File: config.mk
export PLATFORM = sky130hd
export DESIGN_NAME = uart_rx_param
export DESIGN_NICKNAME = d
export VERILOG_FILES = /design/src/rtl/uart_rx_param.sv
export SDC_FILE = /design/constraint.sdc
export NUM_CORES = 1
export LEC_CHECK = 0
export ABC_AREA = 1
export BUFFER_PORTS_ARGS = -buffer_cell sky130_fd_sc_hd__buf_2
export CORE_ASPECT_RATIO = 1.4
export CORE_MARGIN = 4
export CORE_UTILIZATION = 51
export CTS_CLUSTER_DIAMETER = 80
export DETAILED_ROUTE_END_ITERATION = 16
export GPL_TIMING_DRIVEN = 0
export MAX_ROUTING_LAYER = met4
export PLACE_DENSITY = 0.73
export SYNTH_ARGS = -nofsm -noshare
export SYNTH_HDL_FRONTEND = slang
export SYNTH_SLANG_ARGS = --single-unit
File: constraint.sdc
create_clock -name clk -period 3.8 [get_ports clk]
set_clock_uncertainty 0.05 [all_clocks]
set_input_delay 0.19 -clock clk [delete_from_list [all_inputs] [get_ports clk]]
set_output_delay 0.19 -clock clk [all_outputs]
set_load 0.05 [all_outputs]
File: src/rtl/uart_rx_param.sv
// Oversampling UART receiver with configurable word length, parity and stop bits.
// Each bit spans 16 ticks; the bit value is the majority vote of ticks 7, 8 and 9.
module uart_rx_param #(
    parameter int DATA_BITS = 8,
    parameter int PARITY    = 0,
    parameter int STOP_BITS = 1,
    parameter int DIV_W     = 16
) (
    input  logic                 clk,
    input  logic                 rst_n,
    input  logic [DIV_W-1:0]     i_div,
    input  logic                 i_rx,
    input  logic                 i_ready,
    output logic [DATA_BITS-1:0] o_data,
    output logic                 o_valid,
    output logic                 o_parity_err,
    output logic                 o_frame_err,
    output logic                 o_overrun,
    output logic                 o_busy
);

    typedef enum logic [2:0] {IDLE, START, DATA, PAR, STOP, WAIT_HI} state_t;

    state_t               state_q, state_d;
    logic                 sync1_q, rxs_q, rxs_prev_q;
    logic [DIV_W-1:0]     div_q, div_d, div_cnt_q, div_cnt_d;
    logic [3:0]           tick_cnt_q, tick_cnt_d;
    logic [3:0]           bit_cnt_q, bit_cnt_d;
    logic                 s7_q, s7_d, s8_q, s8_d;
    logic [DATA_BITS-1:0] shift_q, shift_d;
    logic                 pbit_q, pbit_d;
    logic                 ferr_q, ferr_d;
    logic [DATA_BITS-1:0] data_q, data_d;
    logic                 valid_q, valid_d;
    logic                 perr_out_q, perr_out_d;
    logic                 ferr_out_q, ferr_out_d;
    logic                 ovr_q, ovr_d;

    logic tick, mid, bit_end, maj, complete, frame_ferr, perr_calc, accept;

    assign tick    = (div_cnt_q == div_q);
    assign mid     = tick && (tick_cnt_q == 4'd9);
    assign bit_end = tick && (tick_cnt_q == 4'd15);
    assign maj     = (s7_q & s8_q) | (s7_q & rxs_q) | (s8_q & rxs_q);
    assign accept  = valid_q & i_ready;

    assign perr_calc = (PARITY == 1) ? ~(^shift_q ^ pbit_q) :
                       (PARITY == 2) ?  (^shift_q ^ pbit_q) : 1'b0;

    always_comb begin
        state_d    = state_q;
        div_d      = div_q;
        div_cnt_d  = div_cnt_q;
        tick_cnt_d = tick_cnt_q;
        bit_cnt_d  = bit_cnt_q;
        s7_d       = s7_q;
        s8_d       = s8_q;
        shift_d    = shift_q;
        pbit_d     = pbit_q;
        ferr_d     = ferr_q;
        complete   = 1'b0;
        frame_ferr = ferr_q;

        // The tick generator only runs while a frame is being sampled.
        if (state_q == START || state_q == DATA || state_q == PAR || state_q == STOP) begin
            div_cnt_d = tick ? '0 : div_cnt_q + 1'b1;
            if (tick) begin
                tick_cnt_d = tick_cnt_q + 4'd1;
                if (tick_cnt_q == 4'd7) s7_d = rxs_q;
                if (tick_cnt_q == 4'd8) s8_d = rxs_q;
            end
        end

        case (state_q)
            IDLE: begin
                if (rxs_prev_q && !rxs_q) begin
                    state_d    = START;
                    div_d      = i_div;
                    div_cnt_d  = '0;
                    tick_cnt_d = '0;
                    bit_cnt_d  = '0;
                    ferr_d     = 1'b0;
                end
            end
            START: begin
                if (mid && maj) begin
                    state_d = IDLE;
                end else if (bit_end) begin
                    state_d   = DATA;
                    bit_cnt_d = '0;
                end
            end
            DATA: begin
                if (mid) shift_d = {maj, shift_q[DATA_BITS-1:1]};
                if (bit_end) begin
                    if (bit_cnt_q == 4'(DATA_BITS - 1)) begin
                        bit_cnt_d = '0;
                        state_d   = (PARITY != 0) ? PAR : STOP;
                    end else begin
                        bit_cnt_d = bit_cnt_q + 4'd1;
                    end
                end
            end
            PAR: begin
                if (mid) pbit_d = maj;
                if (bit_end) begin
                    state_d   = STOP;
                    bit_cnt_d = '0;
                end
            end
            STOP: begin
                if (mid) begin
                    frame_ferr = ferr_q | ~maj;
                    ferr_d     = frame_ferr;
                    if (bit_cnt_q == 4'(STOP_BITS - 1)) begin
                        complete = 1'b1;
                        state_d  = frame_ferr ? WAIT_HI : IDLE;
                    end
                end else if (bit_end) begin
                    bit_cnt_d = bit_cnt_q + 4'd1;
                end
            end
            WAIT_HI: begin
                if (rxs_q) state_d = IDLE;
            end
            default: state_d = IDLE;
        endcase
    end

    always_comb begin
        data_d     = data_q;
        valid_d    = valid_q;
        perr_out_d = perr_out_q;
        ferr_out_d = ferr_out_q;
        ovr_d      = ovr_q;
        if (complete && (!valid_q || accept)) begin
            data_d     = shift_q;
            perr_out_d = perr_calc;
            ferr_out_d = frame_ferr;
            valid_d    = 1'b1;
            if (accept) ovr_d = 1'b0;
        end else if (complete) begin
            // Consumer still holds the previous word: drop the new one.
            ovr_d = 1'b1;
        end else if (accept) begin
            valid_d = 1'b0;
            ovr_d   = 1'b0;
        end
    end

    always_ff @(posedge clk or negedge rst_n) begin
        if (!rst_n) begin
            sync1_q    <= 1'b1;
            rxs_q      <= 1'b1;
            rxs_prev_q <= 1'b1;
            state_q    <= IDLE;
            div_q      <= '0;
            div_cnt_q  <= '0;
            tick_cnt_q <= '0;
            bit_cnt_q  <= '0;
            s7_q       <= 1'b1;
            s8_q       <= 1'b1;
            shift_q    <= '0;
            pbit_q     <= 1'b0;
            ferr_q     <= 1'b0;
            data_q     <= '0;
            valid_q    <= 1'b0;
            perr_out_q <= 1'b0;
            ferr_out_q <= 1'b0;
            ovr_q      <= 1'b0;
        end else begin
            sync1_q    <= i_rx;
            rxs_q      <= sync1_q;
            rxs_prev_q <= rxs_q;
            state_q    <= state_d;
            div_q      <= div_d;
            div_cnt_q  <= div_cnt_d;
            tick_cnt_q <= tick_cnt_d;
            bit_cnt_q  <= bit_cnt_d;
            s7_q       <= s7_d;
            s8_q       <= s8_d;
            shift_q    <= shift_d;
            pbit_q     <= pbit_d;
            ferr_q     <= ferr_d;
            data_q     <= data_d;
            valid_q    <= valid_d;
            perr_out_q <= perr_out_d;
            ferr_out_q <= ferr_out_d;
            ovr_q      <= ovr_d;
        end
    end

    assign o_data       = data_q;
    assign o_valid      = valid_q;
    assign o_parity_err = perr_out_q;
    assign o_frame_err  = ferr_out_q;
    assign o_overrun    = ovr_q;
    assign o_busy       = (state_q != IDLE);

endmodule
Word level (Yosys, flattened, before mapping)
Index checks and enable logic that the tools add are counted.
Word-level totals
  register bits: 68
  output and inout bits: 13
  ROM bits: 0
  word-level logic and storage cells: 115
  memories: 0
  memory bits (writable): 0
  bits in latches: 0
  input port bits: 20
Operators by class
  $lt $le $gt $ge: 0
  muxes and demuxes: 40
  multipliers: 0
  $add $sub $neg: 3
  bitwise logic cells: 8
  div/mod/pow operators: 0
  reduce and logical (&&, ||, !) cells: 25
  equal/unequal tests: 23
  shifts and indexed selects: 0
Operator list (count)
  16-bit two-way mux: 4
  4-bit two-way mux: 11
  3-bit two-way mux: 10
  4-bit one-hot mux with 5 select lines: 1
  3-bit one-hot mux with 6 select lines: 1
  16-bit by 1-bit adder with 16-bit output, second input constant: 1
  16-bit == test: 1
  2-bit != test, second input constant: 8
  4-bit == test, second input constant: 3
  1-bit two-way mux: 12
  4-bit by 1-bit adder with 4-bit output, second input constant: 2
  4-bit by 3-bit == test with 1-bit output, second input constant: 2
  2-bit AND reduction: 4
  8-bit AND reduction: 1
  3-bit by 2-bit == test with 1-bit output, second input constant: 2
  3-bit == test, second input constant: 2
  2-bit by 1-bit != test with 1-bit output, second input constant: 3
  3-bit AND reduction: 2
  6-bit AND reduction: 1
  1-bit logical AND: 5
  5-bit nonzero test: 1
  1-bit bitwise AND: 4
  4-bit zero test: 1
  1-bit logical OR: 4
  other kinds (9): 13

Longest topological paths before layout
Gate-level depths: netlist (run 1).
  depth after elaboration: 9
  depth in mapped cells: 13
  gate-level depth less buffers: 13

Worst setup path after synthesis (run 1)
No wires, ideal clock.
  kind: register to register
  from: register state_q[1]
  to: register div_cnt_q[11]
  cell stages (with the launch flop): 8
  slack: 1930 ps
  arrival: 1693 ps
  period minus slack after synthesis: 1870 ps
  path buffers: 1
  setup time: 126 ps
  data required time: 3624 ps
  path through: dfrtp_1 > nor2_4 > nand2_1 > nor2_1 > inv_1 > nand2_4 > buf_6 > nor3_2
On the way
  word-level cells in the longest chain between the ends: 7
  elaborated cells between the ends (all ways): 11
  those cells by class: eq/ne: 4; mux: 3; reduce/logical: 4
Ends and longest elaborated chain
  start: declaration: RTL line 24  | state_t state_q, state_d;
  start signal: assignment: RTL line 175  | state_q <= state_d;
  3-bit by 1-bit == test with 1-bit output or 3-bit by 2-bit == test with 1-bit output (tied branches): RTL line 65  | if (state_q == START || state_q == DATA || state_q == PAR || state_q == STOP) begin
  1-bit logical OR (3 in a row): RTL line 65
  16-bit two-way mux: RTL line 65
  16-bit two-way mux: RTL line 76  | if (rxs_prev_q && !rxs_q) begin
  16-bit two-way mux (*): RTL line 74  | case (state_q)
  net div_cnt_d[11]: RTL line 26  | logic [DIV_W-1:0] div_q, div_d, div_cnt_q, div_cnt_d;
  end signal: assignment: RTL line 177  | div_cnt_q <= div_cnt_d;
  end: declaration: RTL line 26
The timed path passes the listed nets; every way through them passes the cells marked *.
A chain may end at the register's enable or synchronous reset.

Final worst setup path (run 1)
  from: register div_cnt_q[0]
  to: register div_cnt_q[14]
On the way
  word-level cells in the longest chain between the ends: 5
  elaborated cells between the ends (all ways): 6
  those cells by class: add/sub: 1; eq/ne: 1; mux: 4
Ends and longest elaborated chain
  16-bit by 1-bit adder with 16-bit output or 16-bit == test (tied branches): RTL line 66, 41
  16-bit two-way mux (*): RTL line 66  | div_cnt_d = tick ? '0 : div_cnt_q + 1'b1;
  16-bit two-way mux (*): RTL line 65
  16-bit two-way mux: RTL line 76
  16-bit two-way mux (*): RTL line 74
  net div_cnt_d[14]: RTL line 26
Marked as above.

==> run_results.csv, run 1 <==
group,metric,value,unit
clock_network,clk_latency,340,ps
timing,final_hold_viol_count,0,
worst_setup_path,arrival,2210,ps
cells_and_area,seq_area,1710,um^2
synthesis,synth-main-ff-cell,"dfrtp_1",
cells_and_area,syn2layout_area_growth,16.7,%
timing,fin_tns_setup,0,ps
synthesis,synth_area,3530,um^2
worst_setup_path,critPathKind,"register to register",
synthesis,postSynth.asyncResetShare,100,%
timing,grt_setup_unrepaired,"no",
route,drt-vias-per-instance,4.83,
global_route,grt_pass1_vias,2747,
synthesis,ys_ff_latch,68,
outcome,run_status,"complete, no violations",
power_and_ir_drop,p_leak,2.03,nW
timing,slew_violations,0,
clock_network,cts_buffers,9,
synthesis,synth_edf_count,0,
min_path,hp-class,"input pin to register",
placement,finalWeightedCongestion,0.822,
synthesis,syn-num-nets,464,
clock_network,ctsResizeCount,0,
synthesis,synth_cell_type_count,39,
die,die_area,8340,um^2
flow_run,maxCapViolCount,0,
worst_setup_path,critPathRequiredTime,3980,ps
cells_and_area,nFillCells,613,
route,postRouteAntennaNets,0,
route,wl_per_cell,11.2,um
synthesis,syn_inst,438,
die,core,6660,um^2
power_and_ir_drop,pwr_density_cell,545,nW/um^2
synthesis,yosysWarnings,0,
worst_setup_path,startpoint_type,"register",
synthesis,syn_area_per_cell,8.07,um^2
route,vias,2856,
clock_network,clkTransAtPathRegs,70,ps
global_route,grt_pass1_wl,11.8,mm
route,firstDrtPassIters,7,
route,drc_errors,0,
timing,relSlewSlack,44.2,%
placement,place_hpwl,4.72,mm
global_route,grt_usage,18.3,%
clock_network,htree_levels,3,
cells_and_area,multi_input_area,1540,um^2
timing,finalCritPeriodShare,53.3,%
worst_setup_path,crit_path_end_kind,"register",
worst_setup_path,r2r_cells,8,
cells_and_area,final_nets,520,
route,drtIter0Drc,86,
die,die_y,106,um
cells_and_area,diodes,0,
cells_and_area,instances_no_fill,591,
die,start_util,53.1,%
timing,period_minus_slack,2020,ps
clock_network,clockRootBuffer,"clkbuf_8",
cells_and_area,layout-drive-gt1-share,20.0,%
timing,hold_slack,12.3,ps
die,io_pins,33,
placement,buffer_ports.inserted,31,
timing,worstMarginPinSlew,838,ps
worst_setup_path,path_max_fanout,5,
timing,setup_viol,0,
timing,fmax,494,MHz
global_route,overflow,0,
route,wl,6.63,mm
synthesis,seq_area_frac_synth,48.3,%
clock_network,cts_buffer_depth,2,
global_route,grt_antenna_before_repair,0,
placement,placedCellCount,561,
die,num_rows,35,
clock_network,numClockSinks,68,
clock_network,cts_tree,"built",
min_path,holdPathStages,3,
power_and_ir_drop,ir_worst_vdd,311,uV
die,die_x,78.3,um
global_route,grt_max_degree,69,
sequential cells by signal, indices dropped and copies added, names as in the netlist:
register     count
o_data           8
s7_q             1
state_q          3
bit_cnt_q        4
rxs_q            1
s8_q             1
div_cnt_q       16
div_q           16
tick_cnt_q       4
ferr_q           1
rxs_prev_q       1
o_frame_err      1
sync1_q          1
o_overrun        1
o_valid          1
shift_q          8
cell usage after synthesis, types with 3 or more instances:
cell / n / area share, %
nor2_4: 4 / 1.3
o21ai_2: 4 / 0.99
dfstp_2: 5 / 3.7
nand2_2: 3 / 0.53
nor2_1: 33 / 3.5
nand3_1: 15 / 2.1
nand2_1: 141 / 15
inv_2: 16 / 1.7
a21oi_1: 16 / 2.3
xor2_1: 6 / 1.5
o21ai_0: 21 / 3.0
nand3_4: 3 / 1.5
o21ai_1: 13 / 1.8
nor3_2: 4 / 1.1
ha_1: 6 / 2.1
nor2_2: 4 / 0.71
dfrtp_1: 63 / 45
clkbuf_1: 3 / 0.32
inv_1: 45 / 4.8
nor3_1: 8 / 1.1
buf_6: 3 / 0.96
path summary, 6_finish.rpt:
check                              from       endpoint  slack [ps]
min reg2reg                     sync1_q          rxs_q         310
max in group asynchronous         rst_n       div_q[8]        2700
min                            i_div[0]       div_q[0]          10
max                        div_cnt_q[0]  div_cnt_q[14]        1780
min in group asynchronous         rst_n   bit_cnt_q[1]         430
max reg2reg                div_cnt_q[0]  div_cnt_q[14]        1780
report_power, final:
| group | internal, W | switching [W] |
|---|---|---|
| Clock | 0.000252 | 0.000279 |
| Combinational | 0.000259 | 0.000491 |
| Sequential | 0.000858 | 0.000107 |
through the flow:
stage	util, %	total power (W)	area, um^2	worst slack [ps]
after floorplan	-	0.00155	3530	1930
after global placement	57.1	0.00170	3800	1780
after detailed placement	57.2	0.00173	3810	1790
after CTS	62.0	0.00228	4120	1770
after global routing	62.0	0.00245	4120	1570
final	62.0	0.00225	4120	1780
placed cells by master (no fill, tap or decap), types with 2 or more instances in the layout:
| cell type | instances |
|---|---|
| buf_2 | 30 |
| nor3_2 | 4 |
| nand2_4 | 2 |
| ha_1 | 6 |
| nand4_1 | 2 |
| nand3_4 | 3 |
| o21ai_0 | 21 |
| clkbuf_8 | 10 |
| nand3_1 | 15 |
| nor2_4 | 4 |
| clkbuf_1 | 3 |
| dfstp_2 | 5 |
| clkinv_2 | 2 |
| buf_6 | 3 |
| dlygate4sd3_1 | 14 |
| nor2_2 | 4 |
| inv_2 | 16 |
| xor2_1 | 6 |
| clkinvlp_4 | 4 |
| nor3_1 | 8 |
| inv_1 | 45 |
| o21ai_2 | 4 |
| nand2_1 | 141 |
| o21ai_1 | 13 |
| buf_4 | 2 |
| dfrtp_1 | 63 |
| nor2_1 | 33 |
| nor3b_1 | 2 |
| nand3_2 | 2 |
| nand2_2 | 3 |
| a21oi_1 | 16 |
what timing repair did:
action	CTS	global route
buffers inserted	0	0
endpoints found under the hold margin	76	0
hold buffers	14	0
setup endpoints to repair	0	0
layout make-up:
class                      instances  share of cell area [%]
sequential                        68                    41.4
multi-input combinational        301                    37.3
timing repair buffer              45                    7.22
inverter                          62                    5.64
clock buffer                      10                    3.34
tap                               92                    2.79
buffer                             7                    1.27
clock inverter                     6                   0.971
kinds of logic (layout without fill, tap and decap cells):
logic type	Yosys count	count (layout)	share of synthesized area (%)
buffers and inverters	69	130	8.07
AND/OR/NAND/NOR	225	225	29.6
XOR/XNOR	6	6	1.49
AO/OA/AOI/OAI	62	62	9.99
adder cells (fa/ha/maj)	7	7	2.41
other	1	1	0.106
flip-flops	68	68	48.3
layer usage:
metal  wire [um]  track usage, %
met1        2920            20.7
met2        3390            31.1
met3         198            3.56
met4         123            8.50
met5           0               -
critical path: stages, from the launching register on:
cell	delay (ps)
dfrtp_1	420
ha_1	220
nand3_1	80
nor3_1	280
nand3_1	160
nor3_1	380
nand2_1	130
o21ai_1	140
a21oi_1	50
Power figures use the tool's default switching activity.
==> run 2, diff against run 1 <==
Clock period 3.8 ns to 2.1 ns, I/O delays scaled along.
==> run_results.csv, run 2 (synthesis gave the netlist of run 1 again) <==
group,metric,value,unit
placement,place_hpwl,4.72,mm
die,die_x,78.3,um
clock_network,clk_latency,350,ps
worst_setup_path,path_buf_inv,0,
global_route,grt_pass1_vias,2773,
flow_run,maxCapViolCount,0,
route,routed.top_layer,"met4",
timing,final_hold_viol_count,0,
die,start_util,53.1,%
timing,finalCritPeriodShare,91.0,%
cells_and_area,final_common_cell,"nand2_1",
power_and_ir_drop,pwr_density_cell,975,nW/um^2
timing,slew_violations,0,
worst_setup_path,critPathKind,"register to register",
worst_setup_path,crit_chain,"nor2_4 > nand2_4 > nand3_2 > nand3_1 > nor2_2 > nand2_1 > nor2_2 > nand2_1 > o21ai_0 > a21oi_1",
die,die_area,8340,um^2
clock_network,cts_tree,"built",
worst_setup_path,r2r_cells,10,
route,wirelength_met1,2.88,mm
worst_setup_path,critPathRequiredTime,2290,ps
route,firstDrtPassIters,5,
min_path,holdPathStages,0,
die,num_rows,35,
placement,buffer_ports.inserted,31,
timing,hold_slack,307,ps
clock_network,htree_levels,3,
timing,fin_tns_setup,0,ps
cells_and_area,syn2layout_area_growth,18.3,%
timing,fmax,523,MHz
clock_network,numClockSinks,68,
worst_setup_path,path_max_fanout,8,
worst_setup_path,arrival,2100,ps
clock_network,clkTransAtPathRegs,70,ps
power_and_ir_drop,p_leak,2.06,nW
worst_setup_path,crit_family,"simple AND/OR/NAND/NOR gates",
route,met2_wirelength,3.45,mm
route,drtIter0Drc,100,
placement,finalWeightedCongestion,0.822,
cells_and_area,final_nets,525,
clock_network,postCtsSetupRepairBufs,0,
cells_and_area,diodes,0,
route,wl_per_cell,11.2,um
worst_setup_path,crit_path_end_kind,"register",
worst_setup_path,startpoint_type,"register",
power_and_ir_drop,ir_worst_vdd,565,uV
global_route,grt_pass1_wl,11.9,mm
route,vias,2876,
timing,relSlewSlack,43.9,%
worst_setup_path,slowest_delay,470,ps
timing,setup_viol,0,
die,die_y,106,um
worst_setup_path,slowest_stage,"dfrtp_1",
worst_setup_path,crit_cells,10,
route,postRouteAntennaNets,0,
timing,period_minus_slack,1910,ps
die,io_pins,33,
outcome,run_status,"complete, no violations",
clock_network,cts_buffer_depth,2,
route,met3_length,265,um
global_route,grt_usage,18.5,%
global_route,grt_antenna_before_repair,0,
route,drc_errors,0,
clock_network,clockRootBuffer,"clkbuf_8",
route,wl,6.70,mm
global_route,overflow,0,
cells_and_area,final_cell_mix,"141 x nand2_1, 63 x dfrtp_1, 45 x inv_1",
timing,grt_setup_unrepaired,"no",
timing,worstMarginPinSlew,842,ps
route,drt-vias-per-instance,4.83,
clock_network,cts_buffers,9,
cells_and_area,top_regs,"div_cnt_q x16, div_q x16",
min_path,hp-class,"register to register",
die,core,6660,um^2
cells_and_area,layout-drive-gt1-share,20.2,%
global_route,grt_max_degree,69,
run 2: timing repair:
item | CTS | global route
hold endpoints to repair | 81 | 0
gates resized for setup | 0 | 3
hold buffers | 19 | 0
setup endpoints to repair | 0 | 9
run 2: where the power goes:
group | switching (W) | total (W) | internal (W) | leakage, nW
sequential | 0.000193 | 0.00175 | 0.00155 | 0.893
clock | 0.000512 | 0.000967 | 0.000455 | 0.0803
combinational | 0.000887 | 0.00136 | 0.000475 | 1.08
run 2: metrics by stage:
step / std cells / instance area [um^2] / setup slack, ps / util (%) / total power, W
after floorplan: 438 / 3530 / 230 / - / 0.00280
after global placement: 561 / 3800 / 79.1 / 57.1 / 0.00308
after detailed placement: 561 / 3810 / 91.1 / 57.2 / 0.00312
after CTS: 596 / 4170 / 69.9 / 62.7 / 0.00413
after global routing: 596 / 4180 / 2.46 / 62.8 / 0.00443
final: 596 / 4180 / 189 / 62.8 / 0.00408
run 2: layout make-up:
type | count | area, um^2
Sequential cell | 68 | 1710
Clock buffer | 10 | 138
Fill cell | 600 | 2480
Tap cell | 92 | 115
Buffer | 7 | 53.8
Inverter | 62 | 233
Clock inverter | 6 | 40.0
Timing Repair Buffer | 50 | 348
Multi-Input combinational cell | 301 | 1550
run 2: final timing paths:
| check | start | endpoint | slack, ps |
|---|---|---|---|
| min in group asynchronous | rst_n | bit_cnt_q[1] | 340 |
| hold / removal | sync1_q | rxs_q | 310 |
| setup / recovery | state_q[0] | div_cnt_q[15] | 190 |
| setup reg to reg | state_q[0] | div_cnt_q[15] | 190 |
| hold reg to reg | sync1_q | rxs_q | 310 |
| max in group asynchronous | rst_n | div_q[8] | 1090 |
run 2: per-layer routing:
layer	global-route usage (%)	up-vias
met5	-	-
met4	8.50	0
met3	3.56	8
met2	31.5	49
met1	20.9	1330
li1	-	1489
run 2: worst register-to-register path, stage by stage (launching register included):
cell	delay [ps]
dfrtp_1	470
nor2_4	160
nand2_4	110
nand3_2	180
nand3_1	150
nor2_2	160
nand2_1	130
nor2_2	130
nand2_1	70
o21ai_0	150
a21oi_1	60
==> run 3, diff against run 2 <==
Settings changed: PLACE_DENSITY 0.73 to 0.76.
Clock period 2.1 ns to 1.6 ns, I/O delays scaled along.
==> run_results.csv, run 3 (synthesis gave the netlist of run 1 again) <==
group,metric,value,unit
clock_network,cts_tree,"built",
power_and_ir_drop,ir_worst_vdd,896,uV
flow_run,maxCapViolCount,0,
die,start_util,53.1,%
worst_setup_path,path_buf_inv,2,
timing,relSlewSlack,43.9,%
timing,slew_violations,0,
die,io_pins,33,
timing,period_minus_slack,1860,ps
worst_setup_path,cp_common_cell,"nand2_1",
worst_setup_path,crit_start,"div_cnt_q[5]",
worst_setup_path,critPathKind,"register to register",
global_route,grt_antenna_before_repair,0,
worst_setup_path,arrival,2080,ps
die,die_y,106,um
placement,place_ws,-304,ps
worst_setup_path,r2r_start,"div_cnt_q[5]",
timing,finalCritPeriodShare,116,%
placement,place_hpwl,4.97,mm
worst_setup_path,rrSetupSlack,-260,ps
timing,setup_viol,50,
route,postRouteAntennaNets,0,
cells_and_area,final_common_cell,"nand2_1",
clock_network,numClockSinks,68,
placement,finalWeightedCongestion,0.836,
worst_setup_path,endpoint,"o_data[2]",
cells_and_area,diodes,0,
route,firstDrtPassIters,6,
clock_network,cts_buffers,9,
power_and_ir_drop,pwr_density_cell,1360,nW/um^2
global_route,overflow,0,
cells_and_area,top_regs,"div_cnt_q x16, div_q x16",
worst_setup_path,startpoint_type,"register",
worst_setup_path,crit_path_end_kind,"register",
route,vias,3184,
worst_setup_path,critPathRequiredTime,1820,ps
timing,final_hold_viol_count,0,
worst_setup_path,r2r_cells,12,
clock_network,clk_latency,370,ps
clock_network,cts_buffer_depth,2,
outcome,run_status,"complete, but fails checks",
timing,grt_setup_unrepaired,"yes",
die,die_area,8340,um^2
timing,setup_ws,-257,ps
die,die_x,78.3,um
route,wl_per_cell,14.1,um
global_route,grt_max_degree,69,
cells_and_area,final_cell_mix,"123 x nand2_1, 58 x dfrtp_1, 41 x inv_1",
placement,buffer_ports.inserted,31,
cells_and_area,final_nets,564,
worst_setup_path,crit_family,"simple AND/OR/NAND/NOR gates",
global_route,grt_pass1_wl,13.6,mm
cells_and_area,syn2layout_area_growth,39.1,%
global_route,grt_pass1_vias,3113,
power_and_ir_drop,p_leak,2.38,nW
worst_setup_path,r2r-end,"o_data[2]",
worst_setup_path,slowest_delay,380,ps
clock_network,clockRootBuffer,"clkbuf_8",
cells_and_area,design_area,4910,um^2
route,drtIter0Drc,179,
timing,worstMarginPinSlew,841,ps
timing,hold_slack,306,ps
worst_setup_path,path_max_fanout,6,
min_path,hp-class,"input pin to async pin",
timing,fmax,538,MHz
clock_network,clkTransAtPathRegs,80,ps
die,core,6660,um^2
global_route,grt_usage,21.3,%
route,wl,8.99,mm
worst_setup_path,crit_cells,12,
cells_and_area,layout-drive-gt1-share,39.0,%
worst_setup_path,crit_chain,"inv_1 > nand2_1 > nand2_1 > nor2_2 > nand2_2 > nor2_4 > nand3_4 > nor2_8 > nand3_4 > buf_4 > nand2_1 > o21ai_2",
placement,dpl_cell_area,3850,um^2
outcome,violations,"setup timing",
clock_network,htree_levels,3,
worst_setup_path,slowest_stage,"dfrtp_1",
route,drt-vias-per-instance,5.01,
die,num_rows,35,
route,drc_errors,0,
[run 3: timing repair]
action / in CTS / in global routing
resized for setup: 57 / 37
hold buffers: 19 / 0
buffers inserted: 20 / 16
endpoints found under the hold margin: 82 / 0
setup endpoints to repair: 64 / 65
pin swaps: 26 / 11
cloned: 2 / 1
[run 3: cell type report]
class / count / area (um^2)
Multi-Input combinational cell: 301 / 1830
Fill cell: 478 / 1740
Sequential cell: 68 / 1710
Timing Repair Buffer: 89 / 697
Inverter: 62 / 244
Clock buffer: 9 / 124
Clock inverter: 7 / 123
Tap cell: 92 / 115
Buffer: 7 / 68.8
[run 3: worst min-delay path by stage]
stage             from      endpoint  slack [ps]
2_1_floorplan    rst_n  bit_cnt_q[0]        -270
3_3_place_gp      i_rx       sync1_q         130
3_5_place_dp      i_rx       sync1_q         140
4_1_cts           i_rx       sync1_q         310
5_1_grt        sync1_q         rxs_q         330
6_report         rst_n  bit_cnt_q[0]         310
[run 3: report_power, final]
| part | internal [W] | total [W] | switching, W |
|---|---|---|---|
| combinational | 0.000997 | 0.00257 | 0.00157 |
| clock | 0.00105 | 0.00180 | 0.000754 |
| sequential | 0.00204 | 0.00231 | 0.000262 |
[run 3: per-layer routing]
metal / track usage [%] / share of wire [%] / wire length, um
met5: - / 0 / 0
met4: 9.75 / 1.9 / 167
met3: 5.17 / 3.8 / 344
met2: 37.7 / 55 / 4970
met1: 22.2 / 39 / 3500
[run 3: metrics by stage]
stage	setup TNS, ps	power, W	utilization (%)	instances
finish	-8760	0.00668	73.8	635
global route	-14160	0.00709	73.8	635
CTS	-5260	0.00637	69.8	618
detailed placement	-10660	0.00415	57.9	561
global placement	-9070	0.00408	57.9	561
floorplan	-66.7	0.00371	-	438
